$ cat src/rtl/axi_ro_arbiter_if.sv
// Read-only AXI4-Lite bundle: AR and R channels only.
interface axi_ro #(
  parameter int unsigned ADDR_W = 32,
  parameter int unsigned DATA_W = 32
);
  logic [ADDR_W-1:0] araddr;
  logic              arvalid;
  logic              arready;
  logic [DATA_W-1:0] rdata;
  logic              rvalid;
  logic              rready;

  // Seen from the side that answers reads (accepts AR, returns R).
  modport device (
    input  araddr, arvalid, rready,
    output arready, rdata, rvalid
  );

  // Seen from the side that issues reads.
  modport controller (
    output araddr, arvalid, rready,
    input  arready, rdata, rvalid
  );
endinterface

$ cat src/rtl/axi_ro_arbiter.sv
// Two-to-one round-robin arbiter for read-only AXI4-Lite, one transaction in flight.
module axi_ro_arbiter #(
  parameter int unsigned ADDR_W = 32,
  parameter int unsigned DATA_W = 32
) (
  input  logic      clk,
  input  logic      rst,
  axi_ro.device     s0,
  axi_ro.device     s1,
  axi_ro.controller m
);

  typedef enum logic [1:0] {
    IDLE = 2'd0,
    ADDR = 2'd1,
    DATA = 2'd2
  } state_t;

  state_t            state;
  state_t            state_nx;
  logic              gnt;
  logic              gnt_nx;
  logic              last;
  logic              last_nx;
  logic [ADDR_W-1:0] addr_q;
  logic [ADDR_W-1:0] addr_nx;
  logic              any_req;
  logic              both_req;
  logic              pick;
  logic              sel_rready;
  logic [DATA_W-1:0] rdata_c;

  // Arbitration decision: a lone requester wins, a tie goes to the source not served last.
  assign any_req  = s0.arvalid | s1.arvalid;
  assign both_req = s0.arvalid & s1.arvalid;
  assign pick     = both_req ? ~last : s1.arvalid;

  // Read data fans out to both sources; only the one seeing rvalid consumes it.
  assign rdata_c  = m.rdata;
  assign s0.rdata = rdata_c;
  assign s1.rdata = rdata_c;

  // Downstream address comes straight from the latched request.
  assign m.araddr = addr_q;

  // Ready of whichever source currently owns the R channel.
  assign sel_rready = gnt ? s1.rready : s0.rready;

  // State, grant, fairness and address registers.
  always_ff @(posedge clk) begin
    if (rst) begin
      state  <= IDLE;
      gnt    <= 1'b0;
      last   <= 1'b1;
      addr_q <= '0;
    end else begin
      state  <= state_nx;
      gnt    <= gnt_nx;
      last   <= last_nx;
      addr_q <= addr_nx;
    end
  end

  // Next-state logic and channel routing to the granted source.
  always_comb begin
    state_nx   = state;
    gnt_nx     = gnt;
    last_nx    = last;
    addr_nx    = addr_q;
    m.arvalid  = 1'b0;
    m.rready   = 1'b0;
    s0.arready = 1'b0;
    s1.arready = 1'b0;
    s0.rvalid  = 1'b0;
    s1.rvalid  = 1'b0;

    case (state)
      IDLE: begin
        if (any_req) begin
          gnt_nx   = pick;
          addr_nx  = pick ? s1.araddr : s0.araddr;
          state_nx = ADDR;
        end
      end

      ADDR: begin
        m.arvalid  = 1'b1;
        s0.arready = ~gnt & m.arready;
        s1.arready =  gnt & m.arready;
        if (m.arready) begin
          state_nx = DATA;
        end
      end

      DATA: begin
        m.rready  = sel_rready;
        s0.rvalid = ~gnt & m.rvalid;
        s1.rvalid =  gnt & m.rvalid;
        if (m.rvalid && sel_rready) begin
          last_nx  = gnt;
          state_nx = IDLE;
        end
      end

      default: begin
        state_nx = IDLE;
      end
    endcase
  end

endmodule

$ cat src/flat_wrapper.sv
// flat-port wrapper written by rule: the top's interface ports become plain ports
module axi_ro_arbiter_flat 
#(
  parameter int unsigned ADDR_W = 32,
  parameter int unsigned DATA_W = 32
)
  (clk, rst, s0_araddr, s0_arvalid, s0_rready, s0_arready, s0_rdata, s0_rvalid, s1_araddr, s1_arvalid, s1_rready, s1_arready, s1_rdata, s1_rvalid, m_araddr, m_arvalid, m_rready, m_arready, m_rdata, m_rvalid);
  axi_ro #(.ADDR_W(ADDR_W), .DATA_W(DATA_W)) s0_i ();
  axi_ro #(.ADDR_W(ADDR_W), .DATA_W(DATA_W)) s1_i ();
  axi_ro #(.ADDR_W(ADDR_W), .DATA_W(DATA_W)) m_i ();
  input  logic clk;
  input  logic rst;
  input wire logic [$bits(s0_i.araddr)-1:0] s0_araddr;
  input wire logic [$bits(s0_i.arvalid)-1:0] s0_arvalid;
  input wire logic [$bits(s0_i.rready)-1:0] s0_rready;
  output wire logic [$bits(s0_i.arready)-1:0] s0_arready;
  output wire logic [$bits(s0_i.rdata)-1:0] s0_rdata;
  output wire logic [$bits(s0_i.rvalid)-1:0] s0_rvalid;
  input wire logic [$bits(s1_i.araddr)-1:0] s1_araddr;
  input wire logic [$bits(s1_i.arvalid)-1:0] s1_arvalid;
  input wire logic [$bits(s1_i.rready)-1:0] s1_rready;
  output wire logic [$bits(s1_i.arready)-1:0] s1_arready;
  output wire logic [$bits(s1_i.rdata)-1:0] s1_rdata;
  output wire logic [$bits(s1_i.rvalid)-1:0] s1_rvalid;
  output wire logic [$bits(m_i.araddr)-1:0] m_araddr;
  output wire logic [$bits(m_i.arvalid)-1:0] m_arvalid;
  output wire logic [$bits(m_i.rready)-1:0] m_rready;
  input wire logic [$bits(m_i.arready)-1:0] m_arready;
  input wire logic [$bits(m_i.rdata)-1:0] m_rdata;
  input wire logic [$bits(m_i.rvalid)-1:0] m_rvalid;
  assign s0_i.araddr = s0_araddr;
  assign s0_i.arvalid = s0_arvalid;
  assign s0_i.rready = s0_rready;
  assign s0_arready = s0_i.arready;
  assign s0_rdata = s0_i.rdata;
  assign s0_rvalid = s0_i.rvalid;
  assign s1_i.araddr = s1_araddr;
  assign s1_i.arvalid = s1_arvalid;
  assign s1_i.rready = s1_rready;
  assign s1_arready = s1_i.arready;
  assign s1_rdata = s1_i.rdata;
  assign s1_rvalid = s1_i.rvalid;
  assign m_araddr = m_i.araddr;
  assign m_arvalid = m_i.arvalid;
  assign m_rready = m_i.rready;
  assign m_i.arready = m_arready;
  assign m_i.rdata = m_rdata;
  assign m_i.rvalid = m_rvalid;
  axi_ro_arbiter #(.ADDR_W(ADDR_W), .DATA_W(DATA_W)) u_core (.clk(clk), .rst(rst), .s0(s0_i), .s1(s1_i), .m(m_i));
endmodule
$ cat config.mk
export PLATFORM = sky130hd
export DESIGN_NAME = axi_ro_arbiter_flat
export DESIGN_NICKNAME = d
export VERILOG_FILES = /design/src/rtl/axi_ro_arbiter_if.sv /design/src/rtl/axi_ro_arbiter.sv /design/src/flat_wrapper.sv
export SDC_FILE = /design/constraint.sdc
export NUM_CORES = 1
export LEC_CHECK = 0
export ABC_AREA = 1
export BUFFER_PORTS_ARGS = -buffer_cell sky130_fd_sc_hd__clkbuf_2
export CAP_MARGIN = 20
export CORE_AREA = 2 2 83 85
export CTS_CLUSTER_SIZE = 16
export DETAILED_ROUTE_END_ITERATION = 8
export DIE_AREA = 0 0 85 87
export GPL_TIMING_DRIVEN = 0
export PLACE_DENSITY = 0.85
export SYNTH_ARGS = -nofsm -noshare
export SYNTH_HDL_FRONTEND = slang
export SYNTH_SLANG_ARGS = --single-unit
$ cat constraint.sdc
create_clock -name clk -period 1.35 [get_ports clk]
set_input_delay 0.3375 -clock clk [delete_from_list [all_inputs] [get_ports clk]]
set_output_delay 0.3375 -clock clk [all_outputs]
set_load 0.05 [all_outputs]
==> metrics, run 1 <==
status=finished, violations left; violated checks=setup timing; final setup violation count=14; Total GRT Usage=18.8%; cells after synthesis=382; Worst Tran Pin Value=430 ps; clock slew seen by the registers of the worst setup and hold paths=approximately 60 ps; Hold Fails Final Rpt=0; Routed WL per cell=11.4 um; synthesized area=2440 um^2; vias in the first global route=2,627; Tmin final=between 1000 and 1500 ps; IO Pins=206; met3 wire length=569 um; Post-Syn Nets=486; final worst slack=-119 ps; Ant. Diodes=0; RSZ-0062 raised after global routing=yes; Die Wd=between 80 and 90 um; total grt overflow=0; first-pass GRT wire length=about 11,000 um; sequential area share after synthesis=29.6%; WL final=approximately 7400 um; Detail Route Antenna Nets=0; worst-path fanout max=3; largest net degree at the start of global routing=12; Layout fillers=625; via/cell ratio=approximately 4.3; Site Rows=30; uppermost layer routed=met4; Final nets=678; CTS tree=built; Worst Reg-to-Reg Cells=9; Critical Path AT=1130 ps; placer's final routability congestion estimate=0.770; synthesized flop and latch total=36; maxcap violations=0; Clk Tree Root Cell=clkbuf_8; Yosys warnings=0; CTS H-tree lvls=2; Core Area=between 6000 and 7000 um^2; TritonCTS Buffers=5; TNS Setup=-653 ps; Worst Skew=12.9 ps; DP Area=approximately 3500 um^2; Design Area, Final=~3800 um^2; Hold Crit Depth=2; total leakage power=0.00231 uW; clock sinks=36; Skew-Pair Late Insertion Delay=just under 300 ps; power per cell area=1060 nW/um^2; routed via count=approximately 2.8k; Max Buffers Root-to-Sink=2; Synth cell types=19; Starting Density=37.1%; DRT iter0 DRCs=66; startpoint types=register; CP required=just over 1000 ps; WL met1=around 2700 um; most common cell after layout, fill and taps aside=clkbuf_2; first drt pass iteration count=4; hold buffers post-CTS=0; peak supply drop=0.626 mV; met2 wire length=4080 um; Hold WC Path Type=in -> reg; fin. max-slew vios=0; antenna violations before repair=0; full die area=7400 um^2; fin crit share=109%; Max-slew headroom=approximately 71%; Die Span Y=87 um; WS Path Type=reg -> out; post-detail-place hpwl=5910 um; port bufs=between 150 and 200; layout cells sized above 1=55.8%; Highest Clock Rate=681 MHz; area grow syn2layout=56.8%; residual DRC count=0; commonest cells after routing, fill and taps aside=168 x clkbuf_2, 87 x nor2_1, 77 x buf_4, 51 x nand2_1, 38 x inv_1; crit end category=primary output; Avg Cell Area, Syn=6.38 um^2
power by group:
part / switching [uW] / leakage [uW] / internal, uW / total, uW
Combinational: 1360 / 0.00196 / 673 / 2030
Clock: 380 / 0.0000424 / 369 / 748
Sequential: 74.5 / 0.000300 / 1190 / 1270
Total: 1810 / 0.00231 / 2230 / 4050
flip-flops by register name (all words and copies together), names as in the netlist:
register / flops
u_core.m.araddr: 32
u_core.gnt: 1
u_core.state: 2
u_core.last: 1
routing by layer:
metal	vias to the layer above	track usage, %
met1	1252	19.8
met5	-	0
li1	1454	-
met3	8	4.45
met2	121	37.3
met4	0	4.47
path summary, 6_finish.rpt:
check                       start            endpoint  slack (ps)
hold / removal                rst     u_core.state[1]         230
hold reg to reg       u_core.last         u_core.last         470
setup reg to reg  u_core.state[1]  u_core.m.araddr[8]         -30
setup / recovery  u_core.state[0]            m_rready        -120
kinds of logic (layout without fill, tap and decap cells):
| logic type | count (synthesis) | count (layout) | share of synthesized area [%] |
|---|---|---|---|
| AO/OA/AOI/OAI | 36 | 36 | 7.49 |
| AND/OR/NAND/NOR | 186 | 186 | 31.4 |
| buffers and inverters | 124 | 317 | 31.5 |
| flip-flops | 36 | 36 | 29.6 |
metrics by stage:
stage          utilization, %  hold slack, ps  power (uW)  instances  setup WS [ps]
2_1_floorplan               -             407        2730        382          -76.5
4_1_cts                  56.4             221        4000        650           -177
6_report                 58.2             234        4050        655           -119
5_1_grt                  58.2             237        4280        655           -174
3_5_place_dp             52.7             448        3170        635           -241
3_3_place_gp             52.7             448        3140        635           -207
synth_stat cells (all sizes together):
master,number,share of area (%)
o21a,1,0.31
buf,76,24
nor2,106,17
clkbuf,6,0.92
o21ai,34,7.0
and2,1,0.26
nor3,1,0.21
a21oi,1,0.21
dfxtp,36,30
inv,42,6.5
nand3,3,0.62
nand2,75,14
what timing repair did:
action	CTS	global route
setup buffers	7	4
pin swaps	7	2
gates resized for setup	30	22
endpoints found under the setup margin	6	32
cloned	0	2
final cells by class:
type / count / area (um^2) / area share (%)
tap: 80 / 100 / 2.62
timing repair buffer: 186 / 1060 / 27.7
sequential: 36 / 729 / 19.1
inverter: 42 / 160 / 4.19
multi-input combinational: 222 / 1060 / 27.8
clock inverter: 1 / 8.76 / 0.229
buffer: 81 / 627 / 16.4
clock buffer: 7 / 76.3 / 2.00
worst max-delay path: stages, from the launching register on:
cell and delay, ps:
dfxtp_2 320, inv_4 70, nand2_4 60, buf_4 140
nor2_4 110, buf_8 150
No activity file was read; power rests on OpenSTA's default activity.
==> inputs of run 2 (changes only) <==
==> constraint.sdc (replaced) <==
create_clock -name clk -period 1.35 [get_ports clk]
set_input_delay 0.27 -clock clk [delete_from_list [all_inputs] [get_ports clk]]
set_output_delay 0.27 -clock clk [all_outputs]
set_load 0.05 [all_outputs]
==> run 2 against run 1 <==
Against the previous run:
- the run still ends with setup timing left
- non-clock buffer count up 1
- worst setup slack worse by 5.9 ps
- worst hold slack worse by 72 ps
- register-to-register slack worse by 40 ps
- maximum frequency down 0.40%
==> metrics, run 2 (synthesis results as in run 1) <==
total grt overflow=0 (unchanged); post-detail-place hpwl=5870 um (was 5910 um); placer's final routability congestion estimate=0.754 (was 0.770); Total GRT Usage=18.4% (was 18.8%); largest net degree at the start of global routing=11 (was 12); Highest Clock Rate=678 MHz (was 681 MHz); Die Wd=85 um (unchanged); Comb pwr share=49.7% (was 50.2%); Hold Fails Final Rpt=0 (unchanged); Hold WC Path Type=in -> reg (unchanged); most used cell, CP=nor2_4; Worst Tran Pin Value=429 ps (was 430 ps); IO Pins=206 (unchanged); Critical Path AT=1200 ps (was 1130 ps); final non-filler cell total=655 (unchanged); sequential share of power=30.5% (was 31.3%); maxcap violations=0 (unchanged); power per cell area=1080 nW/um^2 (was 1060 nW/um^2); WL final=7670 um (was 7440 um); critical path's slowest cell=dfxtp_4 (was dfxtp_2); final setup violation count=35 (was 14); clock sinks=36 (unchanged); WHS=162 ps (was 234 ps); TritonCTS Buffers=5 (unchanged); startpoint types=register (unchanged); port bufs=173 (unchanged); commonest cells after routing, fill and taps aside=167 x clkbuf_2, 86 x nor2_1, 75 x buf_4, 50 x nand2_1, 38 x inv_1 (was 168 x clkbuf_2, 87 x nor2_1, 77 x buf_4, 51 x nand2_1, 38 x inv_1); Tot Pwr=4170 uW (was 4050 uW); vias in the first global route=2,490 (was 2,627); Die Span Y=87 um (unchanged); Core Util, Final=59.0% (was 58.2%); Routed WL per cell=11.7 um (was 11.4 um); placed instance count=635 (unchanged); routed via count=2,854 (was 2,835); Final nets=679 (was 678); Clk Tree Root Cell=clkbuf_8 (unchanged); Ant. Diodes=0 (unchanged); final worst slack=-125 ps (was -119 ps); violated checks=setup timing (unchanged); crit end category=primary output (unchanged); WS Path Type=reg -> out (unchanged); worst-path fanout max=4 (was 3); Buf/Inv on CP=2 (was 3); sw frac=43.7% (was 44.8%); residual DRC count=0 (unchanged); Largest register FFs=32 (unchanged); fin. max-slew vios=0 (unchanged); Core Area=6570 um^2 (unchanged); crit-path cells=nand2_4, nor2_4, inv_2, nor2_4, buf_8 (was inv_4, nand2_4, buf_4, nor2_4, buf_8); clock share of power=19.9% (was 18.5%); clock slew seen by the registers of the worst setup and hold paths=70 ps (was 60 ps); CTS H-tree lvls=2 (unchanged); first-pass GRT wire length=10,900 um (was 11,300 um); most common cell after layout, fill and taps aside=clkbuf_2 (unchanged); Max Buffers Root-to-Sink=2 (unchanged); total leakage power=0.00233 uW (was 0.00231 uW); Max-slew headroom=71.4% (about the same); area grow syn2layout=59.0% (was 56.8%); first drt pass iteration count=4 (unchanged); peak supply drop=0.639 mV (was 0.626 mV); CP required=1080 ps (was 1010 ps); Starting Density=37.1% (unchanged); CTS tree=built (unchanged); P_int=2350 uW (was 2230 uW); via/cell ratio=4.36 (was 4.33); full die area=7400 um^2 (unchanged); layout cells sized above 1=56.5% (was 55.8%); Site Rows=30 (unchanged); Detail Route Antenna Nets=0 (unchanged); TNS Setup=-1630 ps (was -653 ps); antenna violations before repair=0 (unchanged); fin crit share=109% (about the same); RSZ-0062 raised after global routing=yes (unchanged); crit-path leading delay family=flip-flops (was buffers and inverters); P_sw=1820 uW (was 1810 uW); status=finished, violations left (unchanged); Skew-Pair Late Insertion Delay=280 ps (was 290 ps); critical path's largest stage delay=390 ps (was 320 ps); Tmin final=1470 ps (about the same); Worst Skew=1.67 ps (was 12.9 ps); DRT iter0 DRCs=63 (was 66)
## run 2: cell count changes in the layout (fill, tap and decap cells not counted), sizes merged
| cell | change |
|---|---|
| clkbuf | +1 |
| clkinv | -1 |
## run 2: metal layers
metal / track usage, % / vias to the layer above / part of all wire, %
met4: 5.77 / 0 / 1.9
met1: 19.2 / 1269 / 37
met5: 0 / - / 0
li1: - / 1452 / -
met2: 35.2 / 121 / 53
met3: 5.69 / 12 / 8.5
## run 2: worst register-to-register path, delay by kind of cell, from the launching register on
family        cells  cell delay, ps
simple gates      5             390
flops             1             330
buf+inv           5             610
## run 2: timing repair
item,CTS,global route
resized for setup,31,31
gates cloned,0,4
pin swaps,4,9
endpoints found under the setup margin,5,37
hold buffers,0,0
setup buffers,5,5
## run 2: power groups by stage
stage	clock network (uW)	logic, uW	registers, uW
2_1_floorplan	0	1030	1690
3_3_place_gp	0	1860	1280
3_5_place_dp	0	1880	1280
4_1_cts	857	1940	1260
5_1_grt	904	2210	1280
6_report	828	2070	1270
## run 2: through the flow
stage / instance area (um^2) / setup WS [ps]
after global placement: 3440 / -88.3
after floorplan: 2470 / -123
final: 3880 / -125
after global routing: 3880 / -189
after detailed placement: 3440 / -162
after CTS: 3680 / -129
## run 2: layout make-up
class / instances / area, um^2
plain buffers: 81 / 617
clock buffers: 7 / 96.3
fillers: 639 / 2690
inverters: 42 / 160
multi-input cells: 222 / 1070
flip-flops and latches: 36 / 729
well taps: 80 / 100
repair buffers: 187 / 1100
## run 2: path summary, 6_finish.rpt
check | start | endpoint | slack [ps] | depth (start not counted)
min reg2reg | u_core.last | u_core.last | 470 | 2
max reg2reg | u_core.state[0] | u_core.m.araddr[22] | -70 | 10
max | u_core.state[1] | s1_rvalid | -120 | 5
min | rst | u_core.state[1] | 160 | 2
==> inputs of run 3 (changes only) <==
--- a/config.mk
+++ b/config.mk
@@ -8,12 +8,13 @@
 export ABC_AREA = 1
 export BUFFER_PORTS_ARGS = -buffer_cell sky130_fd_sc_hd__clkbuf_2
 export CAP_MARGIN = 20
-export CORE_AREA = 2 2 83 85
+export CORE_AREA = 2 2 82 84
+export CTS_BUF_LIST = sky130_fd_sc_hd__clkbuf_8
 export CTS_CLUSTER_SIZE = 16
 export DETAILED_ROUTE_END_ITERATION = 8
-export DIE_AREA = 0 0 85 87
+export DIE_AREA = 0 0 84 86
 export GPL_TIMING_DRIVEN = 0
-export PLACE_DENSITY = 0.85
+export PLACE_DENSITY = 0.87
 export SYNTH_ARGS = -nofsm -noshare
 export SYNTH_HDL_FRONTEND = slang
 export SYNTH_SLANG_ARGS = --single-unit
==> run 3 against run 2 <==
Against the previous run:
- the run still ends with setup timing left
- maximum frequency up 1.5%
- non-clock buffer count is the same
- clock power decreased by 11%
- via count shrank 1.1%
- first-iteration DRC count rose by 27%
- sequential cell count unchanged
- utilization increased by 2.4 points
- wire length decreased by 1.2%
- cell area decreased by 0.58%
- critical path type unchanged
- highest routed layer unchanged
==> metrics, run 3 (synthesis results as in run 1) <==
violated checks=setup timing (unchanged); CTS tree=built (unchanged); Final nets=679 (unchanged); first drt pass iteration count=4 (unchanged); FF-to-FF End=u_core.m.araddr[28] (was u_core.m.araddr[22]); Comb pwr share=50.9% (was 49.7%); clock sinks=36 (unchanged); Worst Reg-to-Reg Cells=9 (was 10); Core Util, Final=61.4% (was 59.0%); peak supply drop=0.562 mV (was 0.639 mV); first-pass GRT wire length=11,300 um (was 10,900 um); vias in the first global route=2,578 (was 2,490); final worst slack=-103 ps (was -125 ps); commonest cells after routing, fill and taps aside=169 x clkbuf_2, 92 x nor2_1, 74 x buf_4, 51 x nand2_1, 38 x inv_1 (was 167 x clkbuf_2, 86 x nor2_1, 75 x buf_4, 50 x nand2_1, 38 x inv_1); startpoint types=register (unchanged); full die area=7220 um^2 (was 7400 um^2); Highest Clock Rate=688 MHz (was 678 MHz); DP Area=3440 um^2 (about the same); post-detail-place hpwl=5700 um (was 5870 um); Tot Pwr=4080 uW (was 4170 uW); CP required=1080 ps (about the same); most common cell after layout, fill and taps aside=clkbuf_2 (unchanged); worst-path fanout max=3 (was 4); WS Path Type=reg -> out (unchanged); IO Pins=206 (unchanged); hold buffers post-CTS=0 (unchanged); clock share of power=18.0% (was 19.9%); Hold WC Path Type=in -> reg (unchanged); placer's final routability congestion estimate=0.767 (was 0.754); Ant. Diodes=0 (unchanged); fin crit share=108% (was 109%); area grow syn2layout=58.1% (was 59.0%); RR Startpoint=u_core.state[0] (unchanged); WL final=7570 um (was 7670 um); dpl ws=-144 ps (was -162 ps); Clk Tree Root Cell=clkbuf_8 (unchanged); power per cell area=1060 nW/um^2 (was 1080 nW/um^2); Starting Density=38.8% (was 37.1%); routed via count=2,823 (was 2,854); total grt overflow=0 (unchanged); Worst Skew=6.18 ps (was 1.67 ps); antenna violations before repair=0 (unchanged); Hold Crit Start=rst (unchanged); CTS H-tree lvls=2 (unchanged); Site Rows=29 (was 30); Max-slew headroom=71.1% (was 71.4%); Design Area, Final=3850 um^2 (was 3880 um^2); Largest register FFs=32 (unchanged); sw frac=44.8% (was 43.7%); Die Wd=84 um (was 85 um); DRT iter0 DRCs=80 (was 63); total leakage power=0.00233 uW (about the same); Routed WL per cell=11.6 um (was 11.7 um); maxcap violations=0 (unchanged); via/cell ratio=4.33 (was 4.36); Detail Route Antenna Nets=0 (unchanged); RSZ-0062 raised after global routing=yes (unchanged); Hold Crit Depth=2 (unchanged); largest net degree at the start of global routing=12 (was 11); Skew-Pair Late Insertion Delay=290 ps (was 280 ps); crit end category=primary output (unchanged); P_int=2250 uW (was 2350 uW); fin. max-slew vios=0 (unchanged); worst hold path endpoint=u_core.state[1] (unchanged); status=finished, violations left (unchanged); R2R setup slack=-40 ps (was -70 ps); final setup violation count=28 (was 35); Die Span Y=86 um (was 87 um); clock slew seen by the registers of the worst setup and hold paths=70 ps (about the same); Core Area=6280 um^2 (was 6570 um^2); Critical Path AT=1180 ps (was 1200 ps); TritonCTS Buffers=5 (unchanged); Worst Tran Pin Value=434 ps (was 429 ps); port bufs=173 (unchanged); Max Buffers Root-to-Sink=2 (unchanged); Total GRT Usage=19.1% (was 18.4%); residual DRC count=0 (unchanged); P_sw=1830 uW (was 1820 uW); Hold Fails Final Rpt=0 (unchanged); Tmin final=1450 ps (was 1470 ps); layout cells sized above 1=55.5% (was 56.5%); sequential share of power=31.1% (was 30.5%)
-- run 3: cell count changes in the layout (fill, tap and decap cells not counted), moves of 2 or more --
cell / before / now
nand2_4: 4 / 2
clkbuf_2: 167 / 169
buf_12: 2 / 4
clkbuf_8: 7 / 5
buf_2: 8 / 6
nor2_2: 12 / 6
nor2_1: 86 / 92
-- run 3: final cells by class --
class                      instances  area (um^2)
timing repair buffer             187         1120
buffer                            81          622
sequential                        36          729
clock inverter                     2         12.5
fill                             592         2420
tap                               77         96.3
clock buffer                       5         68.8
inverter                          42          160
multi-input combinational        222         1050
-- run 3: through the flow --
stage	TNS [ps]	cells	hold slack [ps]
5_1_grt	-3210	652	143
4_1_cts	-516	644	135
3_3_place_gp	-195	632	442
3_5_place_dp	-335	632	450
6_report	-896	652	147
2_1_floorplan	-425	382	339
-- run 3: worst max-delay path by stage --
| stage | from | to | slack, ps | cells past startpoint |
|---|---|---|---|---|
| after floorplan | u_core.state[1] | s0_rvalid | -120 | 4 |
| after global placement | u_core.state[1] | s0_rvalid | -100 | 5 |
| after detailed placement | u_core.state[1] | s0_rvalid | -140 | 5 |
| after CTS | u_core.gnt | m_rready | -120 | 5 |
| after global routing | u_core.state[0] | s1_rvalid | -150 | 6 |
| final | u_core.state[0] | s0_rvalid | -100 | 6 |
-- run 3: per-layer routing --
metal  part of all wire [%]  track usage [%]  vias to the layer above
met1                     37             19.5                     1223
li1                       -                -                     1452
met2                     54             37.8                      139
met4                   0.87             4.99                        0
met5                      0                0                        -
met3                    8.1             5.58                        9
-- run 3: what timing repair did --
item	in CTS	in global routing
resized for setup	32	22
hold endpoints to repair	0	0
setup endpoints to repair	5	34
setup buffers	5	5
pin swaps	3	3
cloned	0	4
-- run 3: power by group through the flow --
stage | registers, uW | clock network [uW] | logic (uW)
floorplan | 1690 | 0 | 1030
global placement | 1270 | 0 | 1850
detailed placement | 1280 | 0 | 1880
CTS | 1260 | 768 | 1950
global route | 1280 | 809 | 2200
finish | 1270 | 733 | 2070
-- run 3: critical path, stage by stage (launching register included) --
cell and delay, ps:
dfxtp_2 330, inv_4 80, nand2_4 70, nor2_4 110, inv_2 70, nor2_4 90
buf_8 150
